==> src/rtl/tpg_timing_ctrl.sv <==
// Shadow/active timing register set for the tpg pattern generator.
// Commits land on a frame boundary and restart tpg through its reset.
module tpg_timing_ctrl #(
  parameter int unsigned H_BITS   = 12,
  parameter int unsigned V_BITS   = 12,
  parameter int unsigned RST_CYC  = 4,
  parameter int unsigned FRAME_TO = 65535,
  parameter int unsigned FC_BITS  = 16
) (
  input  logic               clk,
  input  logic               rst,
  input  logic               cfg_valid,
  output logic               cfg_ready,
  input  logic [3:0]         cfg_addr,
  input  logic [15:0]        cfg_data,
  input  logic               vs_q,
  output logic               tpg_rst_n,
  output logic [H_BITS-1:0]  tHS_START,
  output logic [H_BITS-1:0]  tHS_END,
  output logic [H_BITS-1:0]  tHACT_START,
  output logic [H_BITS-1:0]  tHACT_END,
  output logic [H_BITS-1:0]  tH_END,
  output logic [V_BITS-1:0]  tVS_START,
  output logic [V_BITS-1:0]  tVS_END,
  output logic [V_BITS-1:0]  tVACT_START,
  output logic [V_BITS-1:0]  tVACT_END,
  output logic [V_BITS-1:0]  tV_END,
  output logic               busy,
  output logic [1:0]         err,
  output logic [FC_BITS-1:0] frame_cnt
);

  localparam int unsigned TO_W = $clog2(FRAME_TO + 1);
  localparam int unsigned RC_W = $clog2(RST_CYC + 1);

  typedef enum logic [1:0] {OFF, RUN, PEND, APPLY} stateT;

  stateT             state;
  logic [H_BITS-1:0] shH  [5];
  logic [V_BITS-1:0] shV  [5];
  logic [H_BITS-1:0] actH [5];
  logic [V_BITS-1:0] actV [5];
  logic              en;
  logic              activeOk;
  logic              vsD;
  logic [TO_W-1:0]   toCnt;
  logic [RC_W-1:0]   rstCnt;

  logic wr, isCommit, cmtValid, enNext, vsRise;
  logic unusedBits;

  assign wr         = cfg_valid & cfg_ready;
  assign isCommit   = wr && (cfg_addr == 4'd12);
  assign enNext     = (wr && cfg_addr == 4'd10) ? cfg_data[0] : en;
  assign vsRise     = vs_q & ~vsD;
  assign unusedBits = ^cfg_data;

  // Index map: H/V [0]=S_START [1]=S_END [2]=ACT_START [3]=ACT_END [4]=END
  assign cmtValid = (shH[0] < shH[1]) && (shH[1] <= shH[4]) &&
                    (shH[2] < shH[3]) && (shH[3] <= shH[4]) &&
                    (shV[0] < shV[1]) && (shV[1] <= shV[4]) &&
                    (shV[2] < shV[3]) && (shV[3] <= shV[4]) &&
                    (shH[4] != '0) && (shV[4] != '0);

  assign tHS_START   = actH[0];
  assign tHS_END     = actH[1];
  assign tHACT_START = actH[2];
  assign tHACT_END   = actH[3];
  assign tH_END      = actH[4];
  assign tVS_START   = actV[0];
  assign tVS_END     = actV[1];
  assign tVACT_START = actV[2];
  assign tVACT_END   = actV[3];
  assign tV_END      = actV[4];

  always_ff @(posedge clk) begin
    if (rst) begin
      state     <= OFF;
      tpg_rst_n <= 1'b0;
      cfg_ready <= 1'b1;
      busy      <= 1'b0;
      err       <= 2'b00;
      frame_cnt <= '0;
      shH       <= '{default: '0};
      shV       <= '{default: '0};
      actH      <= '{default: '0};
      actV      <= '{default: '0};
      en        <= 1'b0;
      activeOk  <= 1'b0;
      vsD       <= 1'b0;
      toCnt     <= '0;
      rstCnt    <= '0;
    end else begin
      vsD <= tpg_rst_n ? vs_q : 1'b0;

      if (wr && cfg_addr <= 4'd4)
        shH[cfg_addr[2:0]] <= cfg_data[H_BITS-1:0];
      if (wr && cfg_addr >= 4'd5 && cfg_addr <= 4'd9)
        shV[3'(cfg_addr - 4'd5)] <= cfg_data[V_BITS-1:0];
      if (wr && cfg_addr == 4'd10)
        en <= cfg_data[0];
      if (wr && cfg_addr == 4'd11)
        err <= 2'b00;
      if (isCommit && !cmtValid)
        err[0] <= 1'b1;

      case (state)
        OFF: begin
          if (isCommit && cmtValid) begin
            actH     <= shH;
            actV     <= shV;
            activeOk <= 1'b1;
          end
          if (enNext && activeOk) begin
            state     <= RUN;
            tpg_rst_n <= 1'b1;
          end
        end
        RUN: begin
          if (vsRise)
            frame_cnt <= frame_cnt + FC_BITS'(1);
          if (!enNext) begin
            state     <= OFF;
            tpg_rst_n <= 1'b0;
          end else if (isCommit && cmtValid) begin
            state <= PEND;
            busy  <= 1'b1;
            toCnt <= '0;
          end
        end
        PEND: begin
          // Frame boundary or timeout both copy shadow and restart tpg
          if (!enNext) begin
            state     <= OFF;
            tpg_rst_n <= 1'b0;
            busy      <= 1'b0;
          end else if (vsRise || toCnt == TO_W'(FRAME_TO - 1)) begin
            state     <= APPLY;
            actH      <= shH;
            actV      <= shV;
            tpg_rst_n <= 1'b0;
            cfg_ready <= 1'b0;
            rstCnt    <= '0;
            if (!vsRise)
              err[1] <= 1'b1;
          end else begin
            toCnt <= toCnt + TO_W'(1);
          end
        end
        APPLY: begin
          if (!enNext) begin
            state     <= OFF;
            busy      <= 1'b0;
            cfg_ready <= 1'b1;
          end else if (rstCnt == RC_W'(RST_CYC - 1)) begin
            state     <= RUN;
            tpg_rst_n <= 1'b1;
            busy      <= 1'b0;
            cfg_ready <= 1'b1;
          end else begin
            rstCnt <= rstCnt + RC_W'(1);
          end
        end
        default: state <= OFF;
      endcase
    end
  end

endmodule

==> config.mk <==
export PLATFORM = sky130hd
export DESIGN_NAME = tpg_timing_ctrl
export DESIGN_NICKNAME = d
export VERILOG_FILES = /design/src/rtl/tpg_timing_ctrl.sv
export SDC_FILE = /design/constraint.sdc
export NUM_CORES = 1
export LEC_CHECK = 0
export CAP_MARGIN = 20
export CORE_ASPECT_RATIO = 2
export CORE_MARGIN = 1.5
export CORE_UTILIZATION = 55
export CTS_CLUSTER_SIZE = 40
export DETAILED_ROUTE_END_ITERATION = 8
export GPL_TIMING_DRIVEN = 0
export PLACE_DENSITY = 0.84
export SETUP_SLACK_MARGIN = 0.02
export SLEW_MARGIN = 0
export SYNTH_ARGS = -nofsm -noshare
export SYNTH_HDL_FRONTEND = slang
export SYNTH_SLANG_ARGS = --single-unit
==> constraint.sdc <==
create_clock -name clk -period 5.8 [get_ports clk]
set_input_delay 1.16 -clock clk [delete_from_list [all_inputs] [get_ports clk]]
set_output_delay 1.16 -clock clk [all_outputs]
set_load 0.1 [all_outputs]
; Yosys cells after proc, flatten, opt, wreduce, memory -nomap -nowiden
; Cells that the tools add are included.
[totals]
regBits = 285
[op_classes]
n_addsub = 4
n_lt_le_gt_ge = 15
eq_ne = 23
muxes = 54
bitwise_logic = 6
n_reduce_logical = 40
[ops]
columns = cell, n
row1 = 2-to-1 mux 60 bit, 6
row2 = one-hot mux 60 bit (2 select lines), 2
row3 = bitwise mux 60 bit, 2
row4 = demux 12 bit (select 3 bit), 2
row5 = 2-to-1 mux 16 bit, 4
row6 = less-or-equal comparator 12 bit, 4
row7 = < comparator 12 bit, 4
row8 = "adder 16 x 1 -> 16 bit, second input constant", 2
row9 = one-hot mux 16 bit (2 select lines), 1
row10 = 2-to-1 mux 12 bit, 2
row11 = "!= test 2 bit, second input constant", 12
row12 = nonzero test 12 bit, 2
row13 = logical AND 1 bit, 20
row14 = AND reduction 5 bit, 4
row15 = 2-to-1 mux 1 bit, 18
row16 = "equality test 16 bit, second input constant", 1
row17 = 2-to-1 mux 2 bit, 8
row18 = "equality test 4 bit, second input constant", 3
row19 = 2-to-1 mux 3 bit, 4
row20 = AND reduction 4 bit, 3
row21 = "!= test 3 bit, second input constant", 3
row22 = "greater-or-equal comparator 4 bit, second input constant", 2
row23 = "< comparator 4 x 1 -> 1 bit, second input constant", 2
row24 = inverter 3 -> 4 bit, 2
row25 = other kinds (22), 29

; Longest topological paths before layout
[depth]
depth_word = 14
depth_mapped = 12
ltp_nobuf = 10

; Worst setup path before layout
; No wires, ideal clock.
[synth_timing]
path_kind = input-to-reg
from = in cfg_addr[0]
to = reg shV[25] (netlist bit)
setup_ps = 128
t_arrival_ps = 3139
required_ps = 5672
path_slack_ps = 2534
cell_stages = 9
n_path_buf = 2
path_cell_list = clkbuf_1 > inv_1 > ha_1 > mux2i_1 > nand2_1 > nor3_1 > clkbuf_1 > mux2i_1 > nor2_1
[synth_via]
elab_chain_cells = 7
elab_cells_between_ends = 12
[synth_rtl]
columns = item, line_no
row1 = "start, declared", 14  ; input logic [3:0] cfg_addr,
row2 = subtractor 3 bit, 99  ; shV[3'(cfg_addr - 4'd5)] <= cfg_data[V_BITS-1:0];
row3 = inverter 3 -> 4 bit (implied by the code), 99
row4 = greater-or-equal comparator 4 bit (implied by the code) / < comparator 4 x 1 -> 1 bit (equally long branches), 99
row5 = logical AND 1 bit (implied by the code), 99
row6 = 2-to-1 mux 12 bit (implied by the code), 99
row7 = demux 12 bit (select 3 bit), 99
row8 = bitwise mux 60 bit, 99
row9 = "end signal, assigned by index", 99
row10 = "end, declared", 40  ; logic [V_BITS-1:0] shV [5];
; Parallel ways exist; a longest one is shown, timed or not.
; A chain may end at the register's enable or synchronous reset.

; Worst setup path after layout
[layout_timing]
from = in cfg_addr[0]
to = reg actH, in the netlist tHS_START[4]
[layout_via]
elab_chain_cells = 5
elab_cells_between_ends = 9
[layout_rtl]
columns = item, line_no
row1 = equality test 4 bit (on tied branches), "54, 53"
row2 = logical AND 1 bit (on tied branches), "54, 53"
row3 = 2-to-1 mux 1 bit / logical AND 1 bit (equally long branches), n/a
row4 = != test 2 bit (no source line), n/a
row5 = AND reduction 4 bit (no source line) *, n/a
row6 = "end signal, assigned", 110  ; actH <= shH;
row7 = "end signal, assigned", 139  ; actH <= shH;
row8 = "end, declared", 41  ; logic [H_BITS-1:0] actH [5];
; Mark *: on every way between the ends. The rest lies on a longest branch, timed or not.

==> summary.md <==
| Metric | Value |
|---|---|
| Outcome | `finished clean` |
| Syn_area_per_cell | `around 8.4 um^2` |
| Vias per cell | `6.073` |
| Port Buffers | `148` |
| Post-synth cell types | `56` |
| Worst slew margin | `16.83%` |
| CTS tree | `built` |
| I/O Pins | `165` |
| Leakage power | `around 6.0 nW` |
| Final period util | `about three quarters` |
| Area Overhead vs Synth | `20.08%` |
| Min Tclk post-route | `roughly 4.4 ns` |
| H-tree depth | `1` |
| Clock buffer depth | `3` |
| Max-slew violation count | `0` |
| Inserted Clock Buffers | `25` |
| 1st-pass router iterations | `6` |
| Final nets | `approximately 1,900` |
| # hold bufs at CTS | `0` |
| Crit. End Element | `flip-flop` |
| Clock Skew | `0.01266 ns` |
| WHS Endpoint | `toCnt[14]` |
| Synth top area share | `41.99%` |
| Vias | `approximately 13,000` |
| Sequential element share of the synthesized area | `41.99%` |
| Initial antenna violation count | `0` |
| Largest net degree at the start of global routing | `18` |
| Post-synth top area cell | `dfxtp_1` |
| Synth async-reset ratio | `0%` |
| Req. time, crit path | `around 6.3 ns` |
| Non-Filler Instances | `2,093` |
| #FFs+latches synth | `around 290` |
| Final hold violation count | `0` |
| First-pass GRT wire length | `64,600 um` |
| Post-synth EDFFs | `0` |
| Overall Power | `around 4.0 mW` |
| Syn Nets | `1,739` |
| Row Count | `81` |
| Die ar. | `between 20,000 and 30,000 um^2` |
| Placer Congestion | `approximately 0.95` |
| Final WS setup | `1.441 ns` |
| Routed len/inst | `19.93 um` |
| WS Path Type | `input port to flip-flop` |
| Final Util | `67.07%` |
| Post-CTS Setup Repair Bufs | `0` |
| Resized cells post-CTS | `0` |
| Setup_tns | `0 ns` |
| Cell count after synthesis | `roughly 1,600` |
| Clk root buf | `clkbuf_16` |
| Reg-to-Reg Start | `shH[45]` |
| Detailed placer's ending HPWL | `between 30,000 and 40,000 um` |
| Worst-margin pin slew | `around 1.2 ns` |
| Worst VDD drop | `286.0 uV` |
| Total global-route track usage | `32.15%` |
| Initial DRC count | `around 800` |
| Hold Crit Depth | `1` |
| FF-to-FF setup slack | `2.20 ns` |
| Final setup vio count | `0` |
| Initial Utilization | `55.86%` |
| WP data arrival | `about 4.8 ns` |
| Top cells by area, synth | `dfxtp_1, ha_1, a21oi_1` |
| Fmax achieved | `229.4 MHz` |
| Chip Height | `225.3 um` |
| WL final | `~42,000 um` |
| Reg2Reg Depth | `12` |
| RSZ-0062 raised after global routing | `false` |
| Placed cells | `~2,000` |
| Yosys warnings | `0` |
| Top_reg_cell synth | `dfxtp_1` |
| Gr ovfl total | `0` |
| Worst hold start | `toCnt[14]` |
| Die X-Extent | `114.1 um` |
| Max Cap Viol | `0` |
| Core footprint | `approximately 24,000 um^2` |
| Clk sink count | `roughly 290` |
| Pwr/cell area | `244.4 nW/um^2` |
| Layout cells sized above 1 | `about 4.5%` |
| Vias in the first global route | `12,680` |
| Reg2Reg Capture Point | `tHACT_START[4]` |
| DRT antenna net count | `0` |
| Latest clock arrival within the worst-skew pair | `about 0.55 ns` |
| Pre-CTS setup slack | `1.043 ns` |
| Hold WC Path Type | `flip-flop to flip-flop` |
| CP Max Fanout | `10` |
| Reg clk slew, reported paths | `about 0.070 ns` |
| Critical Path Start Type | `input port` |
| Number of remaining DRC errors | `0` |
| Post-Syn Area | `13,590 um^2` |
## report_power, final
group,total [mW],leakage (nW),switching [mW],internal (mW)
registers,1.98,2.30,0.0136,1.97
clock network,1.80,0.427,0.780,1.02
logic,0.207,3.31,0.145,0.0620
## flip-flops by register name (all words and copies together), names as in the netlist, 16 cells and up
register,cells
shH,60
shV,60
toCnt,16
frame_cnt,16
## worst max path at each step
stage | startpoint | depth (start not counted) | to | slack (ns)
after floorplan | cfg_addr[0] | 9 | shV[25] | 2.53
after global placement | cfg_addr[0] | 13 | tHS_START[0] | 1.06
after detailed placement | cfg_addr[0] | 13 | tHACT_START[4] | 1.04
after CTS | cfg_addr[0] | 13 | tHS_START[5] | 1.52
after global routing | cfg_addr[0] | 13 | tHS_START[3] | 1.19
final | cfg_addr[0] | 13 | tHS_START[4] | 1.44
## routing by layer
metal  vias up  track usage, %  part of all wire [%]  wire length, um
li1       6020               -                     -                -
met1      5942           32.47                    34            14390
met2       544           57.46                    50            21020
met3       205           6.079                   6.4             2654
met4         0           24.40                   8.8             3656
met5         -               0                     0                0
## cell type report
| class | instances | area (um^2) |
|---|---|---|
| antenna | 1 | 2.502 |
| tap | 290 | 362.8 |
| sequential | 285 | 5705 |
| multi-input combinational | 1122 | 7023 |
| buffer | 119 | 550.5 |
| inverter | 82 | 307.8 |
| clock buffer | 30 | 674.4 |
| clock inverter | 16 | 206.4 |
| timing repair buffer | 148 | 1481 |
| fill | 2018 | 8009 |
## cell usage in the layout (no fill, tap or decap), types with 5 or more instances in the layout
| master | n |
|---|---|
| a211oi_1 | 7 |
| clkbuf_1 | 84 |
| ha_1 | 107 |
| nand2_1 | 123 |
| o21ai_0 | 106 |
| a21o_1 | 7 |
| nor3_1 | 8 |
| and2_1 | 9 |
| clkbuf_16 | 25 |
| nand4_1 | 23 |
| buf_6 | 7 |
| o31ai_1 | 11 |
| o21ai_1 | 31 |
| o311ai_0 | 13 |
| buf_1 | 5 |
| nand3_1 | 147 |
| o211ai_1 | 8 |
| and3_1 | 7 |
| nand2b_1 | 12 |
| inv_1 | 82 |
| buf_2 | 17 |
| a21oi_1 | 202 |
| nor4_1 | 10 |
| nor2_1 | 126 |
| xor2_1 | 13 |
| mux2i_1 | 90 |
| nor2b_1 | 9 |
| buf_4 | 8 |
| clkdlybuf4s50_1 | 148 |
| dfxtp_1 | 285 |
| and4_1 | 5 |
## stage by stage
| step | area (um^2) | hold slack [ns] |
|---|---|---|
| 6_report | 16310 | 0.4717 |
| 5_1_grt | 16310 | 0.4886 |
| 4_1_cts | 16310 | 0.4744 |
| 3_5_place_dp | 15430 | 0.4560 |
| 3_3_place_gp | 15430 | 0.4428 |
| 2_1_floorplan | 13590 | 0.4372 |
## critical path, stage by stage
cell             delay, ns
clkdlybuf4s50_1       0.56
clkbuf_1              0.34
inv_1                 0.23
ha_1                  0.25
nand2_1               0.12
mux2i_1               0.20
nor2_1                0.15
nand2_1               0.12
o21ai_0               0.23
clkbuf_1              0.76
clkbuf_1              0.38
nand3_1               0.18
a21oi_1               0.14
## kinds of logic (layout without fill, tap and decap cells)
logic type / count (synthesis) / in the layout / synth area share (%)
AO/OA/AOI/OAI: 417 / 417 / 17.21
multiplexers: 91 / 91 / 6.713
AND/OR/NAND/NOR: 492 / 492 / 16.94
flip-flops: 285 / 285 / 41.99
buffers and inverters: 201 / 395 / 6.317
adder cells (fa/ha/maj): 107 / 107 / 9.854
other: 0 / 1 / 0
XOR/XNOR: 15 / 15 / 0.9670
## cells in the mapped netlist, types with 8 or more instances
master / n
a21oi_1: 202
and2_1: 9
buf_2: 17
buf_4: 8
clkbuf_1: 82
dfxtp_1: 285
ha_1: 107
inv_1: 82
mux2i_1: 90
nand2_1: 123
nand2b_1: 12
nand3_1: 147
nand4_1: 23
nor2_1: 126
nor2b_1: 9
nor3_1: 8
nor4_1: 10
o211ai_1: 8
o21ai_0: 106
o21ai_1: 31
o311ai_0: 13
o31ai_1: 11
xor2_1: 13
(Power assumes the default switching activity.)
